### config.mk
export PLATFORM = sky130hd
export DESIGN_NAME = fetch_unit
export DESIGN_NICKNAME = d
export VERILOG_FILES = /design/src/rtl/cpu_pkg.sv /design/src/rtl/fetch_skid_buffer.sv /design/src/rtl/fetch_unit.sv
export SDC_FILE = /design/constraint.sdc
export NUM_CORES = 1
export LEC_CHECK = 0
export CAP_MARGIN = 15
export CORE_ASPECT_RATIO = 1.5
export CORE_UTILIZATION = 40
export DETAILED_ROUTE_END_ITERATION = 7
export DONT_BUFFER_PORTS = 1
export PLACE_DENSITY_LB_ADDON = 0.2
export SLEW_MARGIN = 0
export SYNTH_ARGS = -nofsm -noshare
export SYNTH_HDL_FRONTEND = slang
export SYNTH_SLANG_ARGS = --single-unit
### constraint.sdc
create_clock -name clk -period 8.3 [get_ports clk]
set_input_delay 2.49 -clock clk [delete_from_list [all_inputs] [get_ports clk]]
set_output_delay 2.49 -clock clk [all_outputs]
set_load 0.01 [all_outputs]
### src/rtl/cpu_pkg.sv
// Shared CPU definitions: datapath width, fetch defaults, fetch state and payload types.
package cpu_pkg;

  localparam int unsigned XLEN = 32;

  localparam logic [XLEN-1:0] RESET_PC_DEFAULT  = 32'h0000_0000;
  localparam logic [XLEN-1:0] NOP_INSTR_DEFAULT = 32'h0000_0000;

  // Clears the byte offset so that fetch addresses are always word aligned.
  localparam logic [XLEN-1:0] WORD_ALIGN_MASK   = 32'hFFFF_FFFC;

  localparam logic [XLEN-1:0] PC_STEP           = 32'h0000_0004;

  typedef enum logic {
    RUN  = 1'b0,
    HOLD = 1'b1
  } fetch_state_e;

  // One fetched slot as seen by decode.
  typedef struct packed {
    logic [XLEN-1:0] instr;
    logic [XLEN-1:0] pc;
    logic            valid;
  } fetch_pkt_t;

endpackage

### src/rtl/fetch_skid_buffer.sv
// Skid buffer between instruction memory and decode: parks the slot decode
// refused so the memory pipeline can keep its one-cycle latency.
module fetch_skid_buffer
  import cpu_pkg::*;
#(
  parameter logic [XLEN-1:0] NOP_INSTR = NOP_INSTR_DEFAULT
) (
  input  logic       clk,
  input  logic       rst_n,
  input  logic       stall_i,
  input  logic       redirect_i,
  input  fetch_pkt_t in_pkt_i,
  output fetch_pkt_t out_pkt_o
);

  fetch_state_e r_state;
  fetch_state_e w_state_nxt;
  logic         w_capture;
  fetch_pkt_t   r_hold;
  fetch_pkt_t   w_sel;

  // State register.
  always_ff @(posedge clk or negedge rst_n) begin
    if (!rst_n) begin
      r_state <= RUN;
    end else begin
      r_state <= w_state_nxt;
    end
  end

  // Next state: redirect wins over stall; a stall in RUN parks the live slot.
  always_comb begin
    w_state_nxt = r_state;
    w_capture   = 1'b0;
    if (redirect_i) begin
      w_state_nxt = RUN;
    end else if (r_state == RUN) begin
      if (stall_i) begin
        w_state_nxt = HOLD;
        w_capture   = 1'b1;
      end
    end else begin
      if (!stall_i) begin
        w_state_nxt = RUN;
      end
    end
  end

  // Hold registers: capture on entry to HOLD, invalidate on redirect.
  always_ff @(posedge clk or negedge rst_n) begin
    if (!rst_n) begin
      r_hold.instr <= NOP_INSTR;
      r_hold.pc    <= '0;
      r_hold.valid <= 1'b0;
    end else if (redirect_i) begin
      r_hold.valid <= 1'b0;
    end else if (w_capture) begin
      r_hold <= in_pkt_i;
    end
  end

  // Output mux; an invalid slot always presents the NOP encoding.
  always_comb begin
    w_sel     = (r_state == HOLD) ? r_hold : in_pkt_i;
    out_pkt_o = w_sel;
    if (!w_sel.valid) begin
      out_pkt_o.instr = NOP_INSTR;
    end
  end

endmodule

### src/rtl/fetch_unit.sv
// Instruction fetch: PC generation, in-flight tracking for the one-cycle
// memory, and a skid buffer toward decode.
module fetch_unit
  import cpu_pkg::*;
#(
  parameter logic [XLEN-1:0] RESET_PC  = RESET_PC_DEFAULT,
  parameter logic [XLEN-1:0] NOP_INSTR = NOP_INSTR_DEFAULT
) (
  input  logic            clk,
  input  logic            rst_n,
  input  logic            stall_i,
  input  logic            redirect_i,
  input  logic [XLEN-1:0] redirect_pc_i,
  output logic [XLEN-1:0] imem_addr_o,
  input  logic [XLEN-1:0] imem_instr_i,
  output logic [XLEN-1:0] id_instr_o,
  output logic [XLEN-1:0] id_pc_o,
  output logic [XLEN-1:0] id_pc4_o,
  output logic            id_valid_o
);

  logic [XLEN-1:0] r_pc;
  logic [XLEN-1:0] r_infl_pc;
  logic            r_infl_valid;
  logic [XLEN-1:0] w_redirect_pc;
  fetch_pkt_t      w_in_pkt;
  fetch_pkt_t      w_out_pkt;

  assign w_redirect_pc = redirect_pc_i & WORD_ALIGN_MASK;
  assign imem_addr_o   = r_pc;

  // Next fetch address: redirect target, hold on stall, otherwise sequential.
  always_ff @(posedge clk or negedge rst_n) begin
    if (!rst_n) begin
      r_pc <= RESET_PC;
    end else if (redirect_i) begin
      r_pc <= w_redirect_pc;
    end else if (!stall_i) begin
      r_pc <= r_pc + PC_STEP;
    end
  end

  // Tag the word the memory returns next cycle; a redirect kills it.
  always_ff @(posedge clk or negedge rst_n) begin
    if (!rst_n) begin
      r_infl_pc    <= '0;
      r_infl_valid <= 1'b0;
    end else begin
      r_infl_pc    <= r_pc;
      r_infl_valid <= ~redirect_i;
    end
  end

  // Bundle the live memory slot for the skid buffer.
  always_comb begin
    w_in_pkt.instr = imem_instr_i;
    w_in_pkt.pc    = r_infl_pc;
    w_in_pkt.valid = r_infl_valid;
  end

  fetch_skid_buffer #(
    .NOP_INSTR (NOP_INSTR)
  ) u_skid (
    .clk        (clk),
    .rst_n      (rst_n),
    .stall_i    (stall_i),
    .redirect_i (redirect_i),
    .in_pkt_i   (w_in_pkt),
    .out_pkt_o  (w_out_pkt)
  );

  assign id_instr_o = w_out_pkt.instr;
  assign id_pc_o    = w_out_pkt.pc;
  assign id_valid_o = w_out_pkt.valid;
  assign id_pc4_o   = w_out_pkt.pc + PC_STEP;

endmodule
# Yosys cells after proc, flatten, opt, wreduce, memory -nomap -nowiden

Cells that the tools add are included.

Logic and storage cells: 23
Output and inout port bits: 129
Bits in registers: 131
Input port bits: 68

Reductions and logical operators: 2
Equality and inequality tests: 1
Mux-type cells: 10
Add/sub/neg operators: 2
Bitwise gates (word level): 1

Operator list:

| kind                    | number |
|---|---|
| $mux W32                | 3 |
| $mux W65                | 1 |
| $add A32 B3 Y32 const B | 2 |
| $mux W1                 | 6 |
| $ne A2 B1 Y1 const B    | 1 |
| $reduce_and A2 Y1       | 1 |
| $reduce_bool A2 Y1      | 1 |
| $not A1 Y1              | 1 |

# Logic depth before layout (Yosys ltp)

Word-level depth: 5
Gate-level depth with buffers: 13
Depth with buffers taken out: 7

# By module

Synthesis repeated with hierarchy kept, for this count alone.

Cells, all modules: 548
Area, all modules: 6655.1 um2

Modules (own cells, without submodules):

| module            | area each (um2) | sequential area each (um2) | instances | cells each |
|---|---|---|---|---|
| fetch_skid_buffer | 3510.9          | 1651.6                     | 1         | 221 |
| fetch_unit        | 3144.3          | 1526.5                     | 1         | 327 |

# Least setup slack after synthesis

Ideal clock, no wire load.

Path type: input to output
From: input imem_instr_i[0]
To: output id_instr_o[0]
Path buffers: 0
Stages on the path: 2
Path slack: 3.109 ns
Data required time: 5.810 ns
Arrival: 2.701 ns
Cells stage by stage: mux2i_1 nor2_1

Cells in the longest elaborated chain, start to end: 2

Ends and longest elaborated chain:

| item               | line                    | RTL |
|---|---|---|
| start: declaration | fetch_unit.sv:15        | `input logic [XLEN-1:0] imem_instr_i,` |
| $mux W65           | fetch_skid_buffer.sv:64 | `w_sel = (r_state == HOLD) ? r_hold : in_pkt_i;` |
| $mux W32           | fetch_skid_buffer.sv:66 | `if (!w_sel.valid) begin` |
| end: declaration   | fetch_unit.sv:16        | `output logic [XLEN-1:0] id_instr_o,` |

No other way between the ends.

# Worst setup path in the final report

From: register u_skid.r_state
To: output id_pc4_o[31]

Cells in the longest elaborated chain, start to end: 2

Ends and longest elaborated chain:

| item                     | line                    | RTL |
|---|---|---|
| start: declaration       | fetch_skid_buffer.sv:16 | `fetch_state_e r_state;` |
| start signal: assignment | fetch_skid_buffer.sv:27 | `r_state <= w_state_nxt;` |
| $mux W65                 | fetch_skid_buffer.sv:64 |  |
| $add A32 B3 Y32          | fetch_unit.sv:75        | `assign id_pc4_o = w_out_pkt.pc + PC_STEP;` |
| end: declaration         | fetch_unit.sv:18        | `output logic [XLEN-1:0] id_pc4_o,` |

No other way between the ends.

==> impl_metrics.toml <==
[outcome]
status = "finished clean"

[clock_tree]
post_cts_resized = 0
postCtsSetupRepairBufs = 0
cts_buffer_depth = 2
cts_buffers = 17
clock_sinks = 125
clockRootBuffer = "clkbuf_16"
path_clk_slew_ns = 0.05
htree_levels = 4
clk_latency_ns = 0.40
cts_tree = "done"
cts_hold_buffers = 0

[pwr]
power_frac_comb_pct = 14.2
p_int_w = 0.00127
p_leak_nw = 2.97
pwr_density_cell_mw_per_mm2 = 243
pwr-share-clk_pct = 40.8
max-vdd-ir-drop_v = 0.000128
switching_share_pct = 27.4
power.share.sequential_pct = 44.9
power_switching_w = 0.000480
power_w = 0.00175

[sta]
hold_violations = 0
period_needed_ns = 6.09
slew_headroom_pct = 36.0
setup_viol = 0
tns_ns = 0
hold_ws_ns = 0.504
drv_slew = 0
fin_ws_ns = 2.21
rsz0062_at_grt = "no"
timing.final.crit_share_pct = 73.4
worst_slew_pin_slew_ns = 0.940
fmax_mhz = 164
skew_ns = 0.00704

[synth]
synthCells = 593
synth.cell_area_mm2 = 0.00656
ys.flop_type = "dfrtp_1"
synth_edf_count = 0
synth.most_common_cell = "dfrtp_1"
ys_types = 47
synth_area_leaders = "dfrtp_1, mux2_2, mux2i_1, xnor2_1, xor2_1"
synth_top_area_share_pct = 47.7
synth-seq-cells = 125
postSynth.asyncResetShare_pct = 100
ys_seq_area_share_pct = 47.7
synth_top_cell_by_area = "dfrtp_1"
synthTopCellsByCount = "dfrtp_1, mux2_2, nand2_1"
syn_area_per_cell_um2 = 11.1
yosys_warnings = 0

[grt]
grt_pass1_vias = 4421
grt_max_degree = 126
grt_usage_pct = 17.8
antenna_found_initial = 0
grt_pass1_wl_mm = 23.1
grt_overflow = 0

[critical_path]
rrSetupSlack_ns = 6.01
critPathKind = "reg2out"
crit_chain = "buf_4, nand3_1, a222oi_1, and3_1, nand4_1, xnor2_1"
critPathRequiredTime_ns = 5.81
crit_family = "simple AND/OR/NAND/NOR gates"
slowest_delay_ns = 0.74
rr_worst_depth = 4
cp.arrival_ns = 3.60
slowest_stage = "dfrtp_4"
endpoint_kind = "output port"
r2r_start = "u_skid.r_state"
critPathLaunchType = "register"
cp_num_buf_inv = 1
cp_max_fo = 59
r2r_end = "u_skid.r_hold[44]"

[placement]
dpl.hpwl_mm = 10.7
gp_congestion = 0.836
dp_cells = 769
portBuffers = 0
place_ws_ns = 2.52

[floorplanning]
die-area_mm2 = 0.0169
die_h_um = 159
core_mm2 = 0.0161
die_x_um = 107
start_util_pct = 40.7
io_pins = 197
fp-row-count = 57

[hold_path]
min_to = "u_skid.r_hold[43]"
min-delay-start = "u_skid.r_hold[43]"
min_path_type = "reg2reg"
holdPathStages = 1

[route]
drc_errors = 0
wl_per_cell_um = 18.6
drtPass1Iterations = 5
num_vias = 4360
detail-route-antenna-nets = 0
viasPerCell = 5.44
drt_iter0_markers = 126
wl_mm = 14.9

[job]
cap_violations = 0

[final_layout]
area_growth_pct = 10.0
n_fill_cell = 1547
drive_gt1_share_pct = 21.7
instances_no_fill = 801
antennaDiodeCount = 0
nNetsFinal = 652
-- final cells by class --
type | instances | area, µm² | share of cell area, %
inverters | 12 | 45.0 | 0.624
repair buffers | 2 | 15.0 | 0.208
flip-flops and latches | 125 | 3130 | 43.4
clock inverters | 10 | 115 | 1.60
well taps | 206 | 258 | 3.57
multi-input cells | 424 | 3190 | 44.2
clock buffers | 22 | 464 | 6.43
-- state kept, by name, summed over array words and instances, names as in the netlist --
register	count
r_infl_pc	30
imem_addr_o	30
r_infl_valid	1
u_skid.r_hold	63
u_skid.r_state	1
-- worst max-delay path by stage --
stage / slack, ns / startpoint / cells after the start / to
detailed placement: 2.52 / u_skid.r_state / 6 / id_pc4_o[31]
CTS: 2.10 / u_skid.r_state / 6 / id_pc4_o[31]
global route: 1.89 / u_skid.r_state / 6 / id_pc4_o[31]
global placement: 2.60 / u_skid.r_state / 6 / id_pc4_o[31]
finish: 2.21 / u_skid.r_state / 6 / id_pc4_o[31]
floorplan: 3.11 / imem_instr_i[0] / 2 / id_instr_o[0]
-- power groups by stage --
stage	sequential, W	clock, W	combinational (W)
after floorplan	0.000768	0	0.000227
after global placement	0.000791	0	0.000247
after detailed placement	0.000798	0	0.000251
after CTS	0.000787	0.000739	0.000253
after global routing	0.000801	0.000768	0.000271
final	0.000787	0.000715	0.000249
-- cell usage in the layout, fill, tap and decap left out, drive strengths merged, types with 3 or more instances in the layout --
master    synthesis  final
conb              1      6
nor2             42     42
xnor2            28     28
xor2             24     24
and3              8      8
nand2            53     53
a22oi             3      3
nor4              4      4
o21ai            31     31
and2              3      3
mux2i            43     43
inv              12     12
a21oi             7      7
dfrtp           125    125
nor2b             6      6
nand3b            8      8
clkinv            0      5
nand3            27     27
clkinvlp          0      3
nor3              5      5
mux2             84     84
and4              3      3
nand4            22     22
clkbuf            8     22
-- per-layer routing --
layer | up-vias | routed length, µm | track usage [%]
li1 | 2046 | - | -
met1 | 2141 | 6100 | 20.8
met2 | 153 | 7570 | 30.8
met3 | 20 | 888 | 4.39
met4 | 0 | 318 | 7.41
met5 | - | 0 | 0
-- metrics by stage --
step	area (µm²)	utilization (%)
4_1_cts	7210	44.8
3_3_place_gp	6640	41.2
6_report	7210	44.8
5_1_grt	7210	44.8
2_1_floorplan	6580	-
3_5_place_dp	6640	41.2
-- kinds of logic after synthesis --
logic type | Yosys count | share of synthesized area, %
buf+inv | 49 | 4.26
simple gates | 187 | 15.0
fa+ha+maj | 2 | 0.382
other cells | 1 | 0.0572
xor+xnor | 52 | 7.06
mux | 127 | 21.0
compound gates | 50 | 4.52
flops | 125 | 47.7
No activity file was read; power rests on OpenSTA's default activity.
